--- src/rtl/instr_encoder.sv ---
// rtl/instr_encoder.sv - encodes instruction fields into words and writes them to instruction memory
// Optional feature macro: INSTR_ENC_CHECKSUM_EN adds a running XOR checksum output.
module instr_encoder #(
    parameter int          DEPTH     = 64,
    parameter logic [31:0] BASE_ADDR = 32'h0000_0000
) (
    input  logic                           clk,
    input  logic                           rst_n,
    input  logic                           clear,
    input  logic                           in_valid,
    output logic                           in_ready,
    input  logic [2:0]                     in_kind,
    input  logic [4:0]                     in_rs,
    input  logic [4:0]                     in_rt,
    input  logic [4:0]                     in_rd,
    input  logic [5:0]                     in_funct,
    input  logic [15:0]                    in_imm,
    input  logic [25:0]                    in_target,
    output logic                           mem_we,
    output logic [31:0]                    mem_addr,
    output logic [31:0]                    mem_wdata,
    output logic [$clog2(DEPTH+1)-1:0]     count,
    output logic                           full,
    output logic                           err
`ifdef INSTR_ENC_CHECKSUM_EN
    ,
    output logic [31:0]                    checksum
`endif
);

    localparam int CW = $clog2(DEPTH + 1);
    localparam logic [CW-1:0] LAST_SLOT = CW'(DEPTH - 1);

    typedef enum logic [1:0] {
        S_IDLE = 2'd0,
        S_FILL = 2'd1,
        S_FULL = 2'd2
    } state_t;

    state_t          state_q, state_d;
    logic [CW-1:0]   count_q, count_d;
    logic            err_q, err_d;
    logic            we_q, we_d;
    logic [31:0]     addr_q, addr_d;
    logic [31:0]     wdata_q, wdata_d;
    // Keeps in_ready low until the first clock edge after reset release.
    logic            live_q;
`ifdef INSTR_ENC_CHECKSUM_EN
    logic [31:0]     ck_q, ck_d;
`endif

    logic [31:0]     enc_word;
    logic            kind_legal;
    logic            accept;
    logic            do_write;

    always_comb begin
        enc_word   = 32'h0;
        kind_legal = 1'b1;
        case (in_kind)
            3'd0:    enc_word = {6'b000000, in_rs, in_rt, in_rd, 5'b00000, in_funct};
            3'd1:    enc_word = {6'b100011, in_rs, in_rt, in_imm};
            3'd2:    enc_word = {6'b101011, in_rs, in_rt, in_imm};
            3'd3:    enc_word = {6'b001000, in_rs, in_rt, in_imm};
            3'd4:    enc_word = {6'b000100, in_rs, in_rt, in_imm};
            3'd5:    enc_word = {6'b000010, in_target};
            default: kind_legal = 1'b0;
        endcase
    end

    assign in_ready = live_q && (state_q != S_FULL) && !clear;
    assign accept   = in_valid && in_ready;
    assign do_write = accept && kind_legal;

    always_comb begin
        state_d = state_q;
        count_d = count_q;
        err_d   = err_q;
        we_d    = 1'b0;
        addr_d  = addr_q;
        wdata_d = wdata_q;
`ifdef INSTR_ENC_CHECKSUM_EN
        ck_d    = ck_q;
`endif
        if (clear) begin
            state_d = S_IDLE;
            count_d = '0;
            err_d   = 1'b0;
`ifdef INSTR_ENC_CHECKSUM_EN
            ck_d    = 32'h0;
`endif
        end else if (do_write) begin
            we_d    = 1'b1;
            addr_d  = BASE_ADDR + (32'(count_q) << 2);
            wdata_d = enc_word;
            count_d = count_q + 1'b1;
            state_d = (count_q == LAST_SLOT) ? S_FULL : S_FILL;
`ifdef INSTR_ENC_CHECKSUM_EN
            ck_d    = ck_q ^ enc_word;
`endif
        end else if (accept) begin
            err_d = 1'b1;
        end
    end

    always_ff @(posedge clk or negedge rst_n) begin
        if (!rst_n) begin
            state_q <= S_IDLE;
            count_q <= '0;
            err_q   <= 1'b0;
            we_q    <= 1'b0;
            addr_q  <= BASE_ADDR;
            wdata_q <= 32'h0;
            live_q  <= 1'b0;
`ifdef INSTR_ENC_CHECKSUM_EN
            ck_q    <= 32'h0;
`endif
        end else begin
            state_q <= state_d;
            count_q <= count_d;
            err_q   <= err_d;
            we_q    <= we_d;
            addr_q  <= addr_d;
            wdata_q <= wdata_d;
            live_q  <= 1'b1;
`ifdef INSTR_ENC_CHECKSUM_EN
            ck_q    <= ck_d;
`endif
        end
    end

    assign mem_we    = we_q;
    assign mem_addr  = addr_q;
    assign mem_wdata = wdata_q;
    assign count     = count_q;
    assign full      = (state_q == S_FULL);
    assign err       = err_q;
`ifdef INSTR_ENC_CHECKSUM_EN
    assign checksum  = ck_q;
`endif

endmodule
--- config.mk ---
export PLATFORM = sky130hd
export DESIGN_NAME = instr_encoder
export DESIGN_NICKNAME = d
export VERILOG_FILES = /design/src/rtl/instr_encoder.sv
export SDC_FILE = /design/constraint.sdc
export NUM_CORES = 1
export LEC_CHECK = 0
export ABC_CLOCK_PERIOD_IN_PS = 1400
export BUFFER_PORTS_ARGS = -buffer_cell sky130_fd_sc_hd__buf_2
export CAP_MARGIN = 20
export CORE_MARGIN = 2
export CORE_UTILIZATION = 43
export CTS_BUF_LIST = sky130_fd_sc_hd__clkbuf_2 sky130_fd_sc_hd__clkbuf_4 sky130_fd_sc_hd__clkbuf_8
export CTS_CLUSTER_DIAMETER = 80
export DETAILED_ROUTE_END_ITERATION = 6
export PLACE_DENSITY = 0.82
export SLEW_MARGIN = 20
export SYNTH_ARGS = -nofsm -noshare
export SYNTH_HDL_FRONTEND = slang
export SYNTH_SLANG_ARGS = --single-unit
--- constraint.sdc ---
create_clock -name clk -period 1.4 [get_ports clk]
set_input_delay 0.21 -clock clk [delete_from_list [all_inputs] [get_ports clk]]
set_output_delay 0.21 -clock clk [all_outputs]
set_load 0.1 [all_outputs]
* Word-level counts from Yosys, hierarchy flattened
Cells that the tools add are included.
** Cells by class
- Add/subtract/negate cells :: 1
- Eq/ne operators :: 9
- Reduce and logical (&&, ||, !) cells :: 11
- Mux-type cells :: 12
- Bitwise gates (word level) :: 1
** Operators with widths (number)
- 32-bit one-hot mux with 6 select lines :: 1
- 7-bit two-way mux :: 2
- 7-bit by 1-bit adder with 7-bit output, second input constant :: 1
- 7-bit by 6-bit equality test with 1-bit output, second input constant :: 1
- 3-bit by 2-bit equality test with 1-bit output, second input constant :: 2
- 3-bit equality test, second input constant :: 2
- 1-bit two-way mux :: 6
- 2-bit two-way mux :: 3
- 6-bit OR reduction :: 1
- 1-bit logical AND :: 4
- 2-bit inequality test, second input constant :: 2
- 2-bit AND reduction :: 2
- 2-bit nonzero test :: 2
- 3-bit by 1-bit equality test with 1-bit output, second input constant :: 1
- 3-bit logical NOT :: 1
- 2-bit equality test, second input constant :: 1
- 1-bit logical NOT :: 1
- 1-bit NOT :: 1
** Word-level totals
- Word-level logic and storage cells :: 41
- Bits of input ports :: 70
- Output and inout bits :: 75
- Bits in registers :: 51

* Logic depth before layout (Yosys ltp)
- Depth in word-level cells :: 7
- Gate-level depth with buffers :: 7
- Gate-level depth less buffers :: 4

* Least setup slack after synthesis
Ideal clock, no wire load.
- Path kind :: flip-flop to flip-flop
- Start point :: register count_q[0] (netlist: count[0])
- End point :: register count_q[6] (netlist: count[6])
- Arrival time :: 1714 ps
- Clock period less this slack :: 1878 ps
- Stages on the path, launching flop included :: 5
- Slack :: -478 ps
- Data required time :: 1236 ps
- Buffers on the path :: 0
- Setup time :: 164 ps
- Cells stage by stage :: dfrtp_1 -> ha_1 -> nand2_1 -> o311ai_1 -> o41ai_1
** Between the ends
- Word-level cells in the longest chain between the ends :: 3
** RTL lines
- start: declaration :: RTL line 41 : logic [CW-1:0] count_q, count_d;
- start signal: assignment :: RTL line 120 : count_q <= count_d;
- 7-bit by 1-bit adder with 7-bit output :: RTL line 96 : count_d = count_q + 1'b1;
- 7-bit two-way mux :: RTL line 92 : end else if (do_write) begin
- 7-bit two-way mux :: RTL line 85 : if (clear) begin
Every way passes these cells. The select of a mux whose other input is x is not followed.
A chain may end at the register's enable or synchronous reset.

* Worst setup path after layout
- Start point :: register state_q[0]
- End point :: output port full
** Between the ends
- Word-level cells in the longest chain between the ends :: 1
** RTL lines
- start: declaration :: RTL line 40 : state_t state_q, state_d;
- start signal: assignment :: RTL line 119 : state_q <= state_d;
- 2-bit equality test :: RTL line 136 : assign full = (state_q == S_FULL);
- end: declaration :: RTL line 23 : output logic full,
Every way passes these cells.

==> results.yml <==
run_status:
  status: "finished, violations left"
  violations: "setup timing"
detailed_routing:
  drtAntennaViolNets: 0
  first_pass_iters: 4
  drt-initial-drc-count: 88
  viasPerCell: 5.125
  avgRoutedWirePerCell_um: 13.88
  wl_um: 7466
  dr_total_vias: 2757
  drc: 0
global_route:
  grt_util_all_layers: 0.1941
  antenna_found_initial: 0
  grt_pass1_wl_um: 11720
  grt_max_degree: 50
  grt-ovfl-total: 0
  grt_pass1_vias: 2588
hold_path:
  holdPathEnd: "mem_wdata[16]"
  holdPathStages: 3
  hp-class: "input port to register"
  min_from: "in_rt[0]"
placed_design:
  pre_cts_ws_ps: -131.2
  port_buffers: 118
  place_area_mm2: 0.003618
  hpwl_um: 5398
  gp_congestion: 0.8271
synth:
  netlist.top_cell.by_area: "dfrtp_1"
  synth_compound_area_frac: 0.1726
  async_reset_ff_frac: 1.000
  ys_seq_area_frac: 0.4167
  syn_inst: 332
  synthTopCellsByArea: "dfrtp_1 (42%), nand2_1 (8.2%), buf_4 (7.4%)"
  synthFlopType: "dfrtp_1"
  synth_xor_xnor_area_share: 0.008929
  yosysMostFrequentCell: "nand2_1"
  synth_mux_area_frac: 0.08673
  synth_top_area_share: 0.4167
  ys_types: 38
  syn_area_mm2: 0.002943
  synth-edff-count: 0
  synth_top_family_by_area: "simple AND/OR/NAND/NOR gates"
  synth-seq-cells: 49
  syn_avg_cell_area_um2: 8.864
  synth-simple-area-share: 0.1905
  synthAdderAreaFrac: 0.004252
  yosys-top-cells-count: "nand2_1 (64), dfrtp_1 (49), buf_4 (29)"
  yosysWarningCount: 0
clock_tree:
  cts_max_level: 2
  root_buffer: "clkbuf_8"
  path_clk_slew_ps: 90
  tritoncts: "done"
  clock_latency_ps: 300
  cts_made_buffers: 5
  clkSinkCount: 49
  cts_max_path_buffers: 2
final_layout:
  num_antenna_cells: 0
  area_delta_synth_final_pct: 33.46
  fin_nets: 528
  drive_above_1_share: 0.4017
  n_fill_cell: 591
  multi_input_area_mm2: 0.001554
  design_area_mm2: 0.003928
  regArea_mm2: 0.001250
die:
  core_area_mm2: 0.006719
  die_h_um: 86.73
  start_util: 0.4380
  io_pins: 145
  fp-row-count: 30
  die_x_um: 86.73
  dieArea_mm2: 0.007521
timing:
  rsz0062_at_grt: "yes"
  min_period_ps: 1519
  hold_viol_final: 0
  fin_setup_tns_ps: -329.2
  fin_ws_ps: -119.2
  setup_violations: 9
  skew_ps: 4.307
  worst_hold_slack_ps: 215.3
  fmax_ghz: 0.6582
  maxSlewViolCount: 0
  fin_crit_sh: 1.085
pwr:
  irDropWorstVdd_mv: 0.6261
  power_density_mw_per_mm2: 1280
  p_leak_nw: 2.041
setup_path:
  r2r_end: "mem_addr[7]"
  r2r_setup_slack_ps: -30
  critPathLaunchType: "register"
  worstSetupEndpointType: "output port"
  cp_max_fo: 3
  required_ps: 1190
  critPathKind: "register to output port"
  reg2reg_from: "state_q[0]"
  critPathArrivalTime_ps: 1310
  r2r_cells: 5
run:
  max_cap_viol_count: 0
-- what timing repair did --
action / in CTS / in global routing
setup buffers: 2 / 3
gates cloned: 1 / 0
hold buffers: 1 / 0
setup endpoints to repair: 8 / 22
resized for setup: 11 / 23
pin swaps: 0 / 4
hold endpoints to repair: 49 / 0
-- how the worst max path moves through the flow --
stage	to	cells past startpoint	start
floorplan	count[6]	5	state_q[1]
global placement	mem_wdata[10]	6	in_kind[2]
detailed placement	mem_wdata[10]	6	in_kind[2]
CTS	full	5	state_q[0]
global route	full	5	state_q[0]
finish	full	5	state_q[0]
-- cell type report --
| cell class | count | share of cell area |
|---|---|---|
| clock buffers | 6 | 0.01943 |
| clock inverters | 2 | 0.002549 |
| inverters | 5 | 0.005734 |
| multi-input cells | 253 | 0.3957 |
| flip-flops and latches | 49 | 0.3183 |
| well taps | 80 | 0.02549 |
| repair buffers | 143 | 0.2329 |
-- logic make-up (layout without fill, tap and decap cells) --
group,after synthesis,in the layout
compound gates,79,79
xor+xnor,3,3
fa+ha+maj,1,1
buf+inv,55,156
flops,49,49
mux,24,24
other cells,2,27
simple gates,119,119
-- worst max-delay path: stages (launching register included) --
cell and delay (ps):
dfrtp_1 390, nand2b_4 150, buf_6 120, buf_6 110, clkinvlp_4 70, buf_12 170
-- flip-flops by register name, indices dropped and copies added (netlist names) --
name and flops:
count 7, err 1, live_q 1, mem_addr 7, mem_wdata 30, mem_we 1, state_q 2
-- per-stage QoR --
| step | total power, mW | cells | utilization |
|---|---|---|---|
| 5_1_grt | 5.243 | 538 | 0.5845 |
| 4_1_cts | 5.045 | 535 | 0.5665 |
| 3_5_place_dp | 4.200 | 523 | 0.5385 |
| 2_1_floorplan | 3.806 | 357 | - |
| 6_report | 5.027 | 538 | 0.5845 |
| 3_3_place_gp | 4.167 | 523 | 0.5385 |
-- routing by layer --
layer | share of wire | vias up | global-route usage | routed length, um
met5 | 0 | - | 0 | 0
met4 | 0.018 | 0 | 0.06676 | 134
met3 | 0.063 | 18 | 0.04095 | 472
met2 | 0.51 | 97 | 0.3510 | 3785
met1 | 0.41 | 1303 | 0.2267 | 3074
li1 | - | 1339 | - | -
-- where the power goes --
part / switching (mW) / total, mW / internal, mW
clock: 0.454 / 0.820 / 0.367
sequential: 0.0998 / 1.69 / 1.59
combinational: 2.08 / 2.51 / 0.433
total: 2.63 / 5.03 / 2.39
-- placed cells by master (no fill, tap or decap), drive strengths merged, types with 2 or more instances in the layout --
cell type and n:
conb 27, o311ai 2, o21ai 27, and3 2, clkinv 2, clkbuf 10, inv 4, mux2 12
nand4 2, a32oi 11, mux2i 12, dfrtp 49, buf 137, nand3 14, and2 2, o31ai 2
o41ai 2, nand2b 22, nand2 64, nor2 10, a22oi 6, xor2 3, a21oi 21
Power figures use the tool's default switching activity.
